`src/rtl/cr_kme_int_servicer_if.sv`:
```
// cr_kme_int_servicer_if: servicer bus; slave = servicer side (kme status/control in, register write + counters out), master = driver side
interface cr_kme_int_servicer_if;
  logic        kme_interrupt;
  logic [4:0]  interrupt_status;
  logic        enable;
  logic [4:0]  clr_mask;
  logic        cnt_clr;
  logic        wr_stb;
  logic [31:0] wr_data;
  logic [10:0] reg_addr;
  logic [39:0] evt_cnt;
  logic [7:0]  spurious_cnt;
  logic        busy;
  modport slave (
    input  kme_interrupt, interrupt_status, enable, clr_mask, cnt_clr,
    output wr_stb, wr_data, reg_addr, evt_cnt, spurious_cnt, busy
  );
  modport master (
    output kme_interrupt, interrupt_status, enable, clr_mask, cnt_clr,
    input  wr_stb, wr_data, reg_addr, evt_cnt, spurious_cnt, busy
  );
endinterface

```
`src/rtl/cr_kme_int_servicer.sv`:
```
// cr_kme_int_servicer: services KME interrupts by W1C-clearing masked status bits; ports clk, rst_n (async low), bus (slave modport: status/control in, write strobe/data/addr, counters, busy out)
module cr_kme_int_servicer #(
  parameter logic [10:0] INT_STATUS_ADDR = 11'h37C,
  parameter int          SETTLE_CYCLES   = 2,
  parameter int          HOLDOFF_CYCLES  = 16
) (
  input logic                  clk,
  input logic                  rst_n,
  cr_kme_int_servicer_if.slave bus
);
  typedef enum logic [2:0] {IDLE, CAPTURE, WRITE, SETTLE, HOLDOFF} state_t;
  state_t          state_q, state_d;
  logic [4:0]      cap_q, cap_d;
  logic [7:0]      timer_q, timer_d;
  logic [4:0][7:0] evt_q, evt_d;
  logic [7:0]      spur_q, spur_d;
  logic [4:0]      cap_now;
  assign cap_now = bus.interrupt_status & bus.clr_mask;
  always_comb begin
    state_d = state_q;
    cap_d   = cap_q;
    timer_d = timer_q;
    evt_d   = evt_q;
    spur_d  = spur_q;
    case (state_q)
      IDLE:    state_d = (bus.kme_interrupt && bus.enable) ? CAPTURE : IDLE;
      CAPTURE: begin
        cap_d   = cap_now;
        state_d = |cap_now ? WRITE : HOLDOFF;
        timer_d = 8'(HOLDOFF_CYCLES);
        spur_d  = (|cap_now || spur_q == 8'hFF) ? spur_q : spur_q + 8'd1;
      end
      WRITE: begin
        for (int i = 0; i < 5; i++)
          evt_d[i] = (cap_q[i] && evt_q[i] != 8'hFF) ? evt_q[i] + 8'd1 : evt_q[i];
        state_d = SETTLE;
        timer_d = 8'(SETTLE_CYCLES - 1);
      end
      SETTLE, HOLDOFF: begin
        state_d = (timer_q == 8'd0) ? IDLE : state_q;
        timer_d = (timer_q == 8'd0) ? 8'd0 : timer_q - 8'd1;
      end
      default: state_d = IDLE;
    endcase
    evt_d  = bus.cnt_clr ? '0 : evt_d;
    spur_d = bus.cnt_clr ? '0 : spur_d;
  end
  always_ff @(posedge clk or negedge rst_n)
    if (!rst_n) begin
      state_q <= IDLE;
      cap_q   <= '0;
      timer_q <= '0;
      evt_q   <= '0;
      spur_q  <= '0;
    end else begin
      state_q <= state_d;
      cap_q   <= cap_d;
      timer_q <= timer_d;
      evt_q   <= evt_d;
      spur_q  <= spur_d;
    end
  assign bus.wr_stb       = state_q == WRITE;
  assign bus.wr_data      = bus.wr_stb ? {27'b0, cap_q} : '0;
  assign bus.reg_addr     = bus.wr_stb ? INT_STATUS_ADDR : '0;
  assign bus.evt_cnt      = evt_q;
  assign bus.spurious_cnt = spur_q;
  assign bus.busy         = state_q != IDLE;
endmodule

```
`src/flat_wrapper.sv`:
```
// flat-port wrapper written by rule: the top's interface ports become plain ports
module cr_kme_int_servicer_flat 
#(
  parameter logic [10:0] INT_STATUS_ADDR = 11'h37C,
  parameter int          SETTLE_CYCLES   = 2,
  parameter int          HOLDOFF_CYCLES  = 16
)
  (clk, rst_n, bus_kme_interrupt, bus_interrupt_status, bus_enable, bus_clr_mask, bus_cnt_clr, bus_wr_stb, bus_wr_data, bus_reg_addr, bus_evt_cnt, bus_spurious_cnt, bus_busy);
  cr_kme_int_servicer_if bus_i ();
  input logic clk;
  input logic rst_n;
  input wire logic [$bits(bus_i.kme_interrupt)-1:0] bus_kme_interrupt;
  input wire logic [$bits(bus_i.interrupt_status)-1:0] bus_interrupt_status;
  input wire logic [$bits(bus_i.enable)-1:0] bus_enable;
  input wire logic [$bits(bus_i.clr_mask)-1:0] bus_clr_mask;
  input wire logic [$bits(bus_i.cnt_clr)-1:0] bus_cnt_clr;
  output wire logic [$bits(bus_i.wr_stb)-1:0] bus_wr_stb;
  output wire logic [$bits(bus_i.wr_data)-1:0] bus_wr_data;
  output wire logic [$bits(bus_i.reg_addr)-1:0] bus_reg_addr;
  output wire logic [$bits(bus_i.evt_cnt)-1:0] bus_evt_cnt;
  output wire logic [$bits(bus_i.spurious_cnt)-1:0] bus_spurious_cnt;
  output wire logic [$bits(bus_i.busy)-1:0] bus_busy;
  assign bus_i.kme_interrupt = bus_kme_interrupt;
  assign bus_i.interrupt_status = bus_interrupt_status;
  assign bus_i.enable = bus_enable;
  assign bus_i.clr_mask = bus_clr_mask;
  assign bus_i.cnt_clr = bus_cnt_clr;
  assign bus_wr_stb = bus_i.wr_stb;
  assign bus_wr_data = bus_i.wr_data;
  assign bus_reg_addr = bus_i.reg_addr;
  assign bus_evt_cnt = bus_i.evt_cnt;
  assign bus_spurious_cnt = bus_i.spurious_cnt;
  assign bus_busy = bus_i.busy;
  cr_kme_int_servicer #(.INT_STATUS_ADDR(INT_STATUS_ADDR), .SETTLE_CYCLES(SETTLE_CYCLES), .HOLDOFF_CYCLES(HOLDOFF_CYCLES)) u_core (.clk(clk), .rst_n(rst_n), .bus(bus_i));
endmodule
```
`config.mk`:
```
export PLATFORM = sky130hd
export DESIGN_NAME = cr_kme_int_servicer_flat
export DESIGN_NICKNAME = d
export VERILOG_FILES = /design/src/rtl/cr_kme_int_servicer_if.sv /design/src/rtl/cr_kme_int_servicer.sv /design/src/flat_wrapper.sv
export SDC_FILE = /design/constraint.sdc
export NUM_CORES = 1
export LEC_CHECK = 0
export ABC_CLOCK_PERIOD_IN_PS = 3850
export BUFFER_PORTS_ARGS = -buffer_cell sky130_fd_sc_hd__buf_2
export CORE_UTILIZATION = 45
export CTS_CLUSTER_DIAMETER = 40
export DETAILED_ROUTE_END_ITERATION = 8
export PLACE_DENSITY_LB_ADDON = 0.3
export SLEW_MARGIN = 20
export SYNTH_ARGS = -nofsm -noshare
export SYNTH_HDL_FRONTEND = slang
export SYNTH_SLANG_ARGS = --single-unit
```
`constraint.sdc`:
```
create_clock -name clk -period 3.85 [get_ports clk]
set_clock_uncertainty 0.05 [all_clocks]
set_input_delay 0.385 -clock clk [delete_from_list [all_inputs] [get_ports clk]]
set_output_delay 0.385 -clock clk [all_outputs]
set_load 0.01 [all_outputs]
```
==> results of run 1 <==
[cell usage after synthesis (6+ instances only)]
cell type	count	area [µm²]
nand3_1	20	100
nand2_1	32	120
ha_1	8	100
mux2i_1	7	70.1
clkbuf_1	7	26.3
inv_1	16	60.1
nand4_1	9	56.3
dfrtp_1	64	1600
or3_1	10	62.6
nor2_1	31	116
o211ai_1	6	45.0
xor2_1	15	131
buf_4	38	285
and3_1	6	37.5
a31oi_1	6	37.5
o41ai_1	6	52.6
or4_1	6	45.0
o21ai_0	21	105
a21oi_1	25	125
[state kept, by name, summed over array words and instances (netlist names)]
name / flops
u_core.state_q: 3
u_core.bus.evt_cnt: 40
u_core.timer_q: 8
u_core.cap_q: 5
u_core.bus.spurious_cnt: 8
[final timing paths]
check,end,slack (ns),cells after the start
setup / recovery,u_core.bus.spurious_cnt[3],1.46,4
hold / removal,u_core.bus.evt_cnt[0],0.14,1
setup reg to reg,u_core.bus.spurious_cnt[3],1.46,4
hold reg to reg,u_core.cap_q[3],0.43,2
max in group asynchronous,u_core.bus.evt_cnt[29],2.77,2
min in group clk,u_core.cap_q[4],0.23,3
[per-layer routing]
metal	wire (µm)	up-vias	share of wire, %
li1	-	1515	-
met3	291	9	3.8
met2	3720	79	48
met5	0	-	0
met4	119	0	1.5
met1	3590	1513	47
[final cells by class]
cell class | count | area share [%]
tap | 102 | 3.05
clock inverter | 3 | 0.956
sequential | 64 | 38.2
multi-input combinational | 298 | 43.1
timing repair buffer | 78 | 9.44
inverter | 16 | 1.43
clock buffer | 13 | 3.79
[power by group through the flow]
stage	combinational [mW]	sequential, mW	clock (mW)
floorplan	0.484	0.830	0
global placement	0.530	0.859	0
detailed placement	0.546	0.864	0
CTS	0.550	0.852	0.598
global route	0.631	0.873	0.621
finish	0.546	0.855	0.581
[cell usage in the layout, fill, tap and decap left out, drive strengths merged, types with 7 or more instances in the layout]
| cell | n |
|---|---|
| clkbuf | 13 |
| ha | 8 |
| nand4 | 9 |
| nand2 | 32 |
| o21ai | 21 |
| nand3 | 20 |
| nor2 | 31 |
| conb | 31 |
| mux2i | 7 |
| buf | 78 |
| a21oi | 25 |
| inv | 16 |
| xor2 | 15 |
| or3 | 10 |
| dfrtp | 64 |
[logic make-up after synthesis]
family | Yosys count
simple gates | 146
xor+xnor | 20
fa+ha+maj | 8
flops | 64
compound gates | 86
other cells | 1
buf+inv | 67
mux | 7
[worst reg2reg max path, delay by kind of cell (launching register included)]
| kind | cells | cell delay [ns] |
|---|---|---|
| DFF | 1 | 0.55 |
| AOI/OAI and AO/OA | 1 | 0.15 |
| and+or+nand+nor | 3 | 1.57 |
[metrics by stage]
step | setup slack, ns | instance area [µm²]
2_1_floorplan | 1.79 | 3800
6_report | 1.46 | 4190
4_1_cts | 1.27 | 4180
3_5_place_dp | 1.48 | 3980
5_1_grt | 1.20 | 4190
3_3_place_gp | 1.58 | 3980
==> results.cfg, run 1 <==
[run_status]
status = complete, no violations

[finish]
diodes = 0
area_growth_syn_to_layout_pct = 13.6
final-seq-area_um2 = 1600
post-route-util_pct = 53.7
fin_cells = 574
multi_input_area_um2 = 1810
finalNetCount = 490
n_fill_cell = 750
layout-drive-gt1-share_pct = 20.6

[logic_synthesis]
synth.yosys.seq_area_share_pct = 43.4
synth_edf_count = 0
postSynthAreaPerCell_um2 = 9.24
synth-simple-area-share_pct = 21.2
synth-xor-area-share_pct = 4.75
synth.distinct_cells = 50
synth_seq_cells = 64
synthAdderAreaFrac_pct = 2.71
synth_async_sr_flop_share_pct = 100
synth_compound_area_share_pct = 15.1
synth_top_family_by_area = simple AND/OR/NAND/NOR gates
synth_warnings = 0
syn_area_um2 = 3690
postSynthCellCount = 399
synthFlopType = dfrtp_1
synth.area.mux_share_pct = 1.90

[pwr]
power.total_mw = 1.98
switching_power_mw = 0.684
p_clk_share_pct = 29.3
leakage_nw = 2.06
power_density_nw_per_um2 = 473
internal_power_mw = 1.30
vdd_drop_max_v = 0.000228
combPwrFrac_pct = 27.5
seqPwrFrac_pct = 43.1
swShare_pct = 34.5

[timing]
holdWs_ns = 0.144
post-route-min-period_ns = 2.39
period_share_pct = 62.1
max_slew_margin_pct = 36.4
setup_tns_ns = 0
final-hold-violation-count = 0
max_freq_ghz = 0.418
rsz0062_at_grt = no
slew_violations = 0
setup_violations = 0
tightest_slew_ns = 0.954

[global_routing]
grt-busiest-layer = met2
grt_util_met1_pct = 24.6
met2_usage_pct = 31.4
antenna_found_initial = 0
grt_pass1_wl_mm = 12.8
grt_max_degree = 47
grt_pass1_vias = 2776
grtUsageTotal_pct = 18.9
grt_use_met3_pct = 2.79
globalRouteOverflowTotal = 0

[critical_path]
critPathBufInv = 0
path_class = reg2reg
cp_top_family = simple AND/OR/NAND/NOR gates
arrival_ns = 2.60
reg2reg_from = u_core.state_q[2]
cp.required_ns = 4.05
critPathCaptureType = register
path_cells = nor3b_2, nand3_1, or4_1, a21oi_1
crit_start = u_core.state_q[2]
cpPeakStageDelay_ns = 0.63
path_max_fanout = 18
cp-start-kind = register
slowest_stage = or4_1

[die]
start_util_pct = 47.2
core_um2 = 7810
rows = 32
die_x_um = 92.5
die_area_um2 = 8560
die_h_um = 92.5
ioPinCount = 108

[cts]
holdBufCountCts = 0
cts_root_buf = clkbuf_8
cts_buffers = 9
clock_sinks = 64
postCtsSetupBuffers = 0
clkTransAtPathRegs_ns = 0.07
clk_latency_ns = 0.34
ctsResizeCount = 0
clk_path_buf_depth = 2
htreeDepth = 3
cts_tree = built

[placed_design]
placed_cells = 558
place_congestion = 0.799
port_buffers = 76
dpl.hpwl_mm = 5.51

[drt]
vias = 3116
post_drt_wl_per_cell_um = 13.4
firstDrtPassIters = 4
first_iter_violations = 131
ant_nets = 0
drc = 0
routed_wl_mm = 7.72
avgViaCountPerCell = 5.43

[job]
maxCapViolations = 0

[min_path]
hp-class = in2async
(Power assumes the default switching activity.)
==> run 2: changes to the inputs <==
--- a/config.mk
+++ b/config.mk
@@ -5,7 +5,7 @@
 export SDC_FILE = /design/constraint.sdc
 export NUM_CORES = 1
 export LEC_CHECK = 0
-export ABC_CLOCK_PERIOD_IN_PS = 3850
+export ABC_CLOCK_PERIOD_IN_PS = 2350
 export BUFFER_PORTS_ARGS = -buffer_cell sky130_fd_sc_hd__buf_2
 export CORE_UTILIZATION = 45
 export CTS_CLUSTER_DIAMETER = 40
==> constraint.sdc (replaced) <==
create_clock -name clk -period 2.35 [get_ports clk]
set_clock_uncertainty 0.05 [all_clocks]
set_input_delay 0.235 -clock clk [delete_from_list [all_inputs] [get_ports clk]]
set_output_delay 0.235 -clock clk [all_outputs]
set_load 0.01 [all_outputs]
==> run 2 against run 1 <==
Net effect: utilization increased by 0.22 points; sequential share of layout area down 0.16 points; die area unchanged; first-iteration DRC count grew 28%; routed wire length shrank 0.66%; critical endpoint is now u_core.bus.evt_cnt[7]; largest power group unchanged.
==> results.cfg, run 2 (synthesis results as in run 1) <==
[run_status]
status = complete, no violations

[critical_path]
cpPeakStageDelay_ns = 0.54
cp.required_ns = 2.55
cp_top_family = simple AND/OR/NAND/NOR gates
critPathBufInv = 1
path_cells = nor4bb_1, buf_4, o2111ai_1, or3_1, a21oi_1
arrival_ns = 2.26
critical_path_depth = 5
reg2reg_from = u_core.state_q[2]
slowest_stage = dfrtp_1
critPathCapture = u_core.bus.evt_cnt[7]
crit_start = u_core.state_q[2]
path_class = reg2reg
reg2reg_slack_ns = 0.30
r2r-end = u_core.bus.evt_cnt[7]
path_max_fanout = 18
reg2reg_depth = 5
cp-start-kind = register
critPathCaptureType = register

[pwr]
swShare_pct = 35.8
vdd_drop_max_v = 0.000434
power.total_mw = 3.14
leakage_nw = 2.08
switching_power_mw = 1.12
seqPwrFrac_pct = 44.7
combPwrFrac_pct = 30.0
power_density_nw_per_um2 = 746
p_clk_share_pct = 25.3
internal_power_mw = 2.01

[cts]
cts_tree = built
htreeDepth = 3
cts_root_buf = clkbuf_8
ctsResizeCount = 0
clk_path_buf_depth = 2
clk_latency_ns = 0.33
clock_sinks = 64
cts_buffers = 9
clkTransAtPathRegs_ns = 0.07

[timing]
slew_violations = 0
max_freq_ghz = 0.487
post-route-min-period_ns = 2.05
period_share_pct = 87.3
tightest_slew_ns = 0.741
rsz0062_at_grt = no
max_slew_margin_pct = 50.2
setup_tns_ns = 0
setup_violations = 0
final-hold-violation-count = 0

[drt]
drc = 0
first_iter_violations = 168
vias = 3127
ant_nets = 0
firstDrtPassIters = 4
avgViaCountPerCell = 5.39
post_drt_wl_per_cell_um = 13.2
routed_wl_mm = 7.67

[die]
ioPinCount = 108
rows = 32
die_area_um2 = 8560
start_util_pct = 47.2
die_x_um = 92.5
core_um2 = 7810
die_h_um = 92.5

[placed_design]
place_congestion = 0.796
dpl.hpwl_mm = 5.64
place_area_um2 = 4040
port_buffers = 76

[finish]
diodes = 0
final_cell_mix = buf_2 (76), dfrtp_1 (64), nand2_1 (32), nor2_1 (31), conb_1 (31)
largest_register_ffs = 40
finalNetCount = 498
layout-drive-gt1-share_pct = 21.5
post-route-util_pct = 53.9
area_growth_syn_to_layout_pct = 14.0
layout_commonest_cell = buf_2
final_area_um2 = 4210

[job]
maxCapViolations = 0

[global_routing]
grt_max_degree = 28
globalRouteOverflowTotal = 0
grt_pass1_vias = 2707
grt_pass1_wl_mm = 12.7
antenna_found_initial = 0
grtUsageTotal_pct = 18.6

[min_path]
hp-class = in2reg
[run 2: changes by cell type in the layout (fill, tap and decap cells not counted)]
cell	delta
clkinvlp_4	+1
buf_4	+7
nor4bb_2	-1
clkbuf_1	-2
dlygate4sd3_1	+1
clkbuf_8	-1
bufinv_16	-1
clkinv_2	+1
nor4bb_1	+1
[run 2: how the worst min path moves through the flow]
stage,from,to,slack [ns],cells after the start
after floorplan,rst_n,u_core.bus.evt_cnt[0],-0.11,0
after detailed placement,rst_n,u_core.bus.evt_cnt[1],0.15,1
after global placement,rst_n,u_core.bus.evt_cnt[1],0.14,1
final,bus_clr_mask[3],u_core.cap_q[3],0.09,3
after CTS,bus_clr_mask[3],u_core.cap_q[3],0.08,3
after global routing,bus_clr_mask[0],u_core.cap_q[0],0.10,3
[run 2: final cells by class]
type / count / area [µm²]
Fill cell: 739 / 3600
Inverter: 16 / 60.1
Clock buffer: 10 / 138
Sequential cell: 64 / 1600
Tap cell: 102 / 128
Clock inverter: 4 / 22.5
Timing Repair Buffer: 86 / 458
Multi-Input combinational cell: 298 / 1800
[run 2: what timing repair did]
item                      in CTS  in global routing
hold buffers                   1                  0
buffers inserted               0                  0
hold endpoints to repair      17                  0
[run 2: power by group through the flow]
stage | clock network [mW] | registers, mW | logic [mW]
after CTS | 0.822 | 1.40 | 0.948
after floorplan | 0 | 1.36 | 0.793
final | 0.794 | 1.40 | 0.941
after detailed placement | 0 | 1.42 | 0.946
after global placement | 0 | 1.41 | 0.922
after global routing | 0.867 | 1.43 | 1.06
[run 2: through the flow]
stage	hold WS, ns	setup slack (ns)	cells
5_1_grt	0.101	0.129	580
4_1_cts	0.0827	0.279	580
3_5_place_dp	0.150	0.238	565
2_1_floorplan	-0.111	0.438	429
3_3_place_gp	0.144	0.313	565
6_report	0.0873	0.298	580
[run 2: routing by layer]
metal  wire [µm]  part of all wire (%)  track usage, %
met2        3720                    49            31.4
met3         282                   3.7            2.79
met4          61                  0.80            5.86
met5           0                     0               0
met1        3600                    47            24.5
[run 2: tightest hold or removal path, cell delays in order]
cell	delay [ns]
buf_2	0.09
nand3_1	0.06
nand2_1	0.05
